## src/rtl/tcdm_varlat_pkg.sv

```systemverilog
// Shared helpers for the variable-latency TCDM crossbar (master-side decoder and bank-side stage).
package tcdm_varlat_pkg;

  // Slot after sel, wrapping to zero at num; drives both the arbiter pointer and FIFO pointers.
  function automatic logic [31:0] rr_next(input logic [31:0] sel, input logic [31:0] num);
    logic [31:0] nxt;
    if (sel >= (num - 32'd1)) begin
      nxt = 32'd0;
    end else begin
      nxt = sel + 32'd1;
    end
    return nxt;
  endfunction

endpackage

```

## src/rtl/bank_arb_resp_demux_varlat_chk.sv

```systemverilog
// Simulation-only protocol checks for the bank-side arbiter/response demux.
module bank_arb_resp_demux_varlat_chk #(
  parameter int NumIn          = 4,
  parameter int MaxOutstanding = 4
) (
  input logic             clk_i,
  input logic             rst_i,
  input logic [NumIn-1:0] gnt_o,
  input logic [NumIn-1:0] vld_o,
  input logic             push_i,
  input logic             full_i
);

  a_params: assert property (@(posedge clk_i) (NumIn > 0) && (MaxOutstanding > 0))
    else $fatal(1, "bank_arb_resp_demux_varlat: NumIn and MaxOutstanding must be positive");

  a_gnt_onehot0: assert property (@(posedge clk_i) disable iff (rst_i) $onehot0(gnt_o))
    else $error("gnt_o has more than one bit set");

  a_vld_onehot0: assert property (@(posedge clk_i) disable iff (rst_i) $onehot0(vld_o))
    else $error("vld_o has more than one bit set");

  a_no_push_full: assert property (@(posedge clk_i) disable iff (rst_i) !(push_i && full_i))
    else $error("ID FIFO pushed while full");

endmodule

```

## src/rtl/varlat_id_fifo.sv

```systemverilog
// In-order FIFO of granted master indices; depth need not be a power of two.
module varlat_id_fifo
  import tcdm_varlat_pkg::*;
#(
  parameter int Depth = 4,
  parameter int Width = 2,
  localparam int LogD = (Depth > 1) ? $clog2(Depth) : 1
) (
  input  logic             clk_i,
  input  logic             rst_i,
  input  logic             push_i,
  input  logic [Width-1:0] data_i,
  input  logic             pop_i,
  output logic [Width-1:0] head_o,
  output logic             full_o,
  output logic             empty_o
);

  logic [LogD-1:0]  r_wr_ptr;
  logic [LogD-1:0]  r_rd_ptr;
  logic [LogD:0]    r_cnt;
  logic [Width-1:0] r_mem [Depth];
  logic             w_push;
  logic             w_pop;

  assign full_o  = (r_cnt == (LogD + 1)'(Depth));
  assign empty_o = (r_cnt == {(LogD + 1){1'b0}});
  assign w_push  = push_i & ~full_o;
  assign w_pop   = pop_i & ~empty_o;
  assign head_o  = r_mem[r_rd_ptr];

  // Pointer and occupancy update; simultaneous push/pop leaves the count untouched.
  always_ff @(posedge clk_i) begin
    if (rst_i) begin
      r_wr_ptr <= {LogD{1'b0}};
      r_rd_ptr <= {LogD{1'b0}};
      r_cnt    <= {(LogD + 1){1'b0}};
    end else begin
      if (w_push) begin
        r_mem[r_wr_ptr] <= data_i;
        r_wr_ptr        <= LogD'(rr_next(32'(r_wr_ptr), 32'(Depth)));
      end else begin
        r_wr_ptr <= r_wr_ptr;
      end
      if (w_pop) begin
        r_rd_ptr <= LogD'(rr_next(32'(r_rd_ptr), 32'(Depth)));
      end else begin
        r_rd_ptr <= r_rd_ptr;
      end
      case ({w_push, w_pop})
        2'b10:   r_cnt <= r_cnt + (LogD + 1)'(1);
        2'b01:   r_cnt <= r_cnt - (LogD + 1)'(1);
        default: r_cnt <= r_cnt;
      endcase
    end
  end

endmodule

```

## src/rtl/bank_arb_resp_demux_varlat.sv

```systemverilog
// Bank-side crossbar stage: round-robin arbitration onto one bank port and in-order
// routing of variable-latency responses back to the master that issued each request.
module bank_arb_resp_demux_varlat
  import tcdm_varlat_pkg::*;
#(
  parameter int NumIn          = 4,
  parameter int ReqDataWidth   = 32,
  parameter int RespDataWidth  = 32,
  parameter int MaxOutstanding = 4,
  parameter int LogNumIn       = (NumIn > 1) ? $clog2(NumIn) : 1
) (
  input  logic                                 clk_i,
  input  logic                                 rst_i,
  input  logic [NumIn-1:0]                     req_i,
  input  logic [NumIn-1:0][ReqDataWidth-1:0]   data_i,
  output logic [NumIn-1:0]                     gnt_o,
  output logic [NumIn-1:0]                     vld_o,
  output logic [RespDataWidth-1:0]             rdata_o,
  output logic                                 req_o,
  output logic [ReqDataWidth-1:0]              data_o,
  input  logic                                 gnt_i,
  input  logic                                 vld_i,
  input  logic [RespDataWidth-1:0]             rdata_i,
  output logic                                 err_o
);

  logic [LogNumIn-1:0] r_rr;
  logic                r_err;
  logic [LogNumIn-1:0] w_sel;
  logic [LogNumIn-1:0] w_sel_lo;
  logic [LogNumIn-1:0] w_sel_hi;
  logic                w_hit_hi;
  logic                w_take;
  logic [LogNumIn-1:0] w_head;
  logic                w_full;
  logic                w_empty;
  logic                w_accept;
  logic                w_pop;

  // Rotating priority: lowest requester at or above r_rr wins, else lowest requester overall.
  always_comb begin
    w_sel_lo = {LogNumIn{1'b0}};
    w_sel_hi = {LogNumIn{1'b0}};
    w_hit_hi = 1'b0;
    w_take   = 1'b0;
    for (int k = NumIn - 1; k >= 0; k--) begin
      w_take   = req_i[k] && (LogNumIn'(k) >= r_rr);
      w_sel_lo = req_i[k] ? LogNumIn'(k) : w_sel_lo;
      w_sel_hi = w_take ? LogNumIn'(k) : w_sel_hi;
      w_hit_hi = w_take | w_hit_hi;
    end
    w_sel = w_hit_hi ? w_sel_hi : w_sel_lo;
  end

  // Bank request, per-master grant and response steering; all quiet while in reset.
  always_comb begin
    req_o = 1'b0;
    gnt_o = {NumIn{1'b0}};
    vld_o = {NumIn{1'b0}};
    if (rst_i) begin
      req_o = 1'b0;
    end else begin
      req_o = (|req_i) & ~w_full;
      for (int k = 0; k < NumIn; k++) begin
        gnt_o[k] = req_o & gnt_i & (w_sel == LogNumIn'(k));
        vld_o[k] = vld_i & ~w_empty & (w_head == LogNumIn'(k));
      end
    end
  end

  assign w_accept = req_o & gnt_i;
  assign w_pop    = vld_i & ~w_empty & ~rst_i;
  assign data_o   = data_i[w_sel];
  assign rdata_o  = rdata_i;
  assign err_o    = r_err;

  // Round-robin pointer moves past the winner only on an accepted request.
  always_ff @(posedge clk_i) begin
    if (rst_i) begin
      r_rr <= {LogNumIn{1'b0}};
    end else if (w_accept) begin
      r_rr <= LogNumIn'(rr_next(32'(w_sel), 32'(NumIn)));
    end else begin
      r_rr <= r_rr;
    end
  end

  // Sticky flag for a bank response arriving with nothing outstanding.
  always_ff @(posedge clk_i) begin
    if (rst_i) begin
      r_err <= 1'b0;
    end else if (vld_i & w_empty) begin
      r_err <= 1'b1;
    end else begin
      r_err <= r_err;
    end
  end

  varlat_id_fifo #(
    .Depth (MaxOutstanding),
    .Width (LogNumIn)
  ) u_id_fifo (
    .clk_i   (clk_i),
    .rst_i   (rst_i),
    .push_i  (w_accept),
    .data_i  (w_sel),
    .pop_i   (w_pop),
    .head_o  (w_head),
    .full_o  (w_full),
    .empty_o (w_empty)
  );

  bank_arb_resp_demux_varlat_chk #(
    .NumIn          (NumIn),
    .MaxOutstanding (MaxOutstanding)
  ) u_chk (
    .clk_i  (clk_i),
    .rst_i  (rst_i),
    .gnt_o  (gnt_o),
    .vld_o  (vld_o),
    .push_i (w_accept),
    .full_i (w_full)
  );

endmodule

```

## config.mk

```make
export PLATFORM = sky130hd
export DESIGN_NAME = bank_arb_resp_demux_varlat
export DESIGN_NICKNAME = d
export VERILOG_FILES = /design/src/rtl/tcdm_varlat_pkg.sv /design/src/rtl/bank_arb_resp_demux_varlat_chk.sv /design/src/rtl/varlat_id_fifo.sv /design/src/rtl/bank_arb_resp_demux_varlat.sv
export SDC_FILE = /design/constraint.sdc
export NUM_CORES = 1
export LEC_CHECK = 0
export BUFFER_PORTS_ARGS = -buffer_cell sky130_fd_sc_hd__buf_2
export CAP_MARGIN = 0
export CORE_AREA = 5 5 90 92
export CTS_CLUSTER_SIZE = 12
export DETAILED_ROUTE_END_ITERATION = 6
export DIE_AREA = 0 0 95 97
export GPL_ROUTABILITY_DRIVEN = 0
export PLACE_DENSITY = 0.77
export SETUP_SLACK_MARGIN = 0.1
export SYNTH_ARGS = -nofsm -noshare
export SYNTH_HDL_FRONTEND = slang
export SYNTH_HIERARCHICAL = 1
export SYNTH_SLANG_ARGS = --single-unit
```

## constraint.sdc

```tcl
create_clock -name clk_i -period 3.1 [get_ports clk_i]
set_clock_uncertainty 0.05 [all_clocks]
set_input_delay 0.31 -clock clk_i [delete_from_list [all_inputs] [get_ports clk_i]]
set_output_delay 0.31 -clock clk_i [all_outputs]
set_load 0.005 [all_outputs]
```

==> results.ini <==
[run_status]
outcome=complete, no violations

[clock_tree]
cts_tree=built
cts_buffer_depth=2
clk_latency_ps=250
hold_buffers=0
clock-sinks=20
htree_levels=1
root_buffer=clkbuf_8
cts_buffers=3
clk_pin_slew_ps=70
cts_setup_buffers=0
cts_resized=0

[timing]
final_max_slew_viol_count=0
whs_ps=256
post-route-period-util_pct=87.4
tightest_slew_ps=543
setup_viol=0
maxSlewHeadroom_pct=63.8
clock.fmax_ghz=0.369
finalSetupTns_ps=0
min_period_ps=2710
finalHoldViolations=0
rsz0062_at_grt=no

[detailed_routing]
routedWlPerCell_um=13.9
wl_um=6730
dr.first_iter.drc_count=69
via_per_inst=4.62
drc=0
vias=2234
drtPass1Iterations=4
ant_nets=0

[die]
row_count=31
fp.dieW_um=95
io-pin-count=242
die_y_um=97
core_mm2=0.00714
die-area_mm2=0.00922
initial_core_util_pct=34.4

[logic_synthesis]
synth_area_leader_cell=mux2i_1
synthesis.area_mm2=0.00246
synth_most_common_cell=mux2i_1
synth_top_area_share_pct=40.3
syn_nets=423
syn_inst=244
netlist_top_cells_count=99 x mux2i_1, 33 x buf_4, 12 x dfxtp_1
avgSynthCellArea_um2=10.1
synth_edf_count=8
synth_cell_types=37
yosysWarnings=6
synth_ff_type=dfxtp_1
synth_seq_area_share_pct=19.6
synth_area_leaders=mux2i_1 40%, buf_4 10%, dfxtp_1 9.8%
async_reset_ff_share_pct=0
ys_ff_latch=20

[finish]
drive_above_1_share_pct=51.9
nets=565
stdcell_count=484
antenna_cells=0
area_growth_pct=30.6

[setup_path]
start_kind=register
crit_required_ps=3230
cp_max_fo=6
timing_worst_setup_path_type=reg2reg
arrival_ps=2840
endpoint_kind=register

[power_and_ir_drop]
seqPwrFrac_pct=29.4
clockPowerShare_pct=25.0
ir_drop_mv=0.134
switchingPower_uw=296
pwr_density_cell_mw_per_mm2=312
comb_power_share_pct=45.6
p_int_uw=704
leakage_uw=0.00163
p_sw_share_pct=29.6

[grt]
grt_pass1_wl_um=10700
grt_max_degree=33
antenna_found_initial=0
grt_usage_pct=13.9
gr-total-overflow=0
grt_pass1_vias=2422

[placement]
hpwl_um=5930
dp.cells=480
port-buffer-count=177

[flow_run]
cap_violations=0

[hold_path]
hold_class=in2reg

-- worst max-delay path, stage by stage (launching register included) --
cell     delay (ps)
dfxtp_1         390
or3b_4          430
inv_1            90
nor3_2           60
and2_1          260
nand2_4         120
ha_1            180
inv_1            60
fa_1            370
xor2_1          160
or3_1           310
a21oi_1         150
-- registers in the layout, indices dropped and copies added (netlist names), named ones only --
| signal | cells |
|---|---|
| u_id_fifo/r_wr_ptr | 2 |
| u_id_fifo/r_rd_ptr | 2 |
| err_o | 1 |
| u_id_fifo/r_cnt | 3 |
| u_id_fifo/r_mem | 8 |
| r_rr | 2 |
-- layer usage --
metal | GRT usage (%) | vias up | wire length (um) | share of wire, %
li1 | - | 1122 | - | -
met1 | 14.2 | 977 | 2260 | 34
met2 | 27.9 | 129 | 3750 | 56
met3 | 2.40 | 6 | 662 | 9.8
met4 | 3.44 | 0 | 63 | 0.94
met5 | 0 | - | 0 | 0
-- power by group through the flow --
stage / sequential, uW / clock, uW / combinational [uW]
after global routing: 295 / 272 / 505
after floorplan: 297 / 0 / 327
after global placement: 299 / 0 / 448
after detailed placement: 300 / 0 / 460
final: 294 / 250 / 456
after CTS: 294 / 260 / 462
-- cells in the final DEF, fill, tap and decap left out, types with 2 or more instances in the layout --
cell / n
dfxtp_1: 12
nand2_1: 3
inv_2: 3
nor2_1: 11
buf_4: 5
a21oi_1: 6
ha_1: 10
or3_1: 2
edfxtp_1: 8
xor2_1: 2
and3_1: 5
inv_1: 9
nor3_1: 3
clkbuf_8: 3
buf_2: 177
nor3b_1: 5
mux2i_1: 99
mux4_2: 2
a21oi_2: 2
-- per-stage QoR --
step	setup WS [ps]	util, %	instance area, um2	power [uW]
5_1_grt	233	45.0	3210	1070
2_1_floorplan	501	-	2460	624
6_report	392	45.0	3210	1000
4_1_cts	377	45.0	3210	1020
3_5_place_dp	295	44.0	3140	760
3_3_place_gp	364	44.0	3140	747
-- path summary, 6_finish.rpt --
check	startpoint	endpoint	slack, ps	cells after the start
worst min-delay path	vld_i	err_o$_SDFFE_PP0P_	260	3
worst max register to register	u_id_fifo/r_cnt[2]$_SDFFE_PP0P_	u_id_fifo/r_cnt[2]$_SDFFE_PP0P_	390	11
worst min register to register	err_o$_SDFFE_PP0P_	err_o$_SDFFE_PP0P_	420	2
worst max-delay path	u_id_fifo/r_cnt[2]$_SDFFE_PP0P_	u_id_fifo/r_cnt[2]$_SDFFE_PP0P_	390	11
-- cells by family after synthesis --
logic type               count (synthesis)  synth area share, %
AND/OR/NAND/NOR                         36                 8.35
AO/OA/AOI/OAI                           15                 4.58
XOR/XNOR                                 2                0.713
flip-flops                              20                 19.6
multiplexers                           102                 42.6
buffers and inverters                   58                 18.3
adder cells (fa/ha/maj)                 11                 5.91
-- area by class of cell --
type / instances / area [um2]
clock inverter: 1 / 30.0
tap: 99 / 124
multi-input combinational: 166 / 1550
inverter: 12 / 45.0
fill: 704 / 3930
sequential: 20 / 480
clock buffer: 3 / 41.3
timing repair buffer: 183 / 943
No activity file was read; power rests on OpenSTA's default activity.
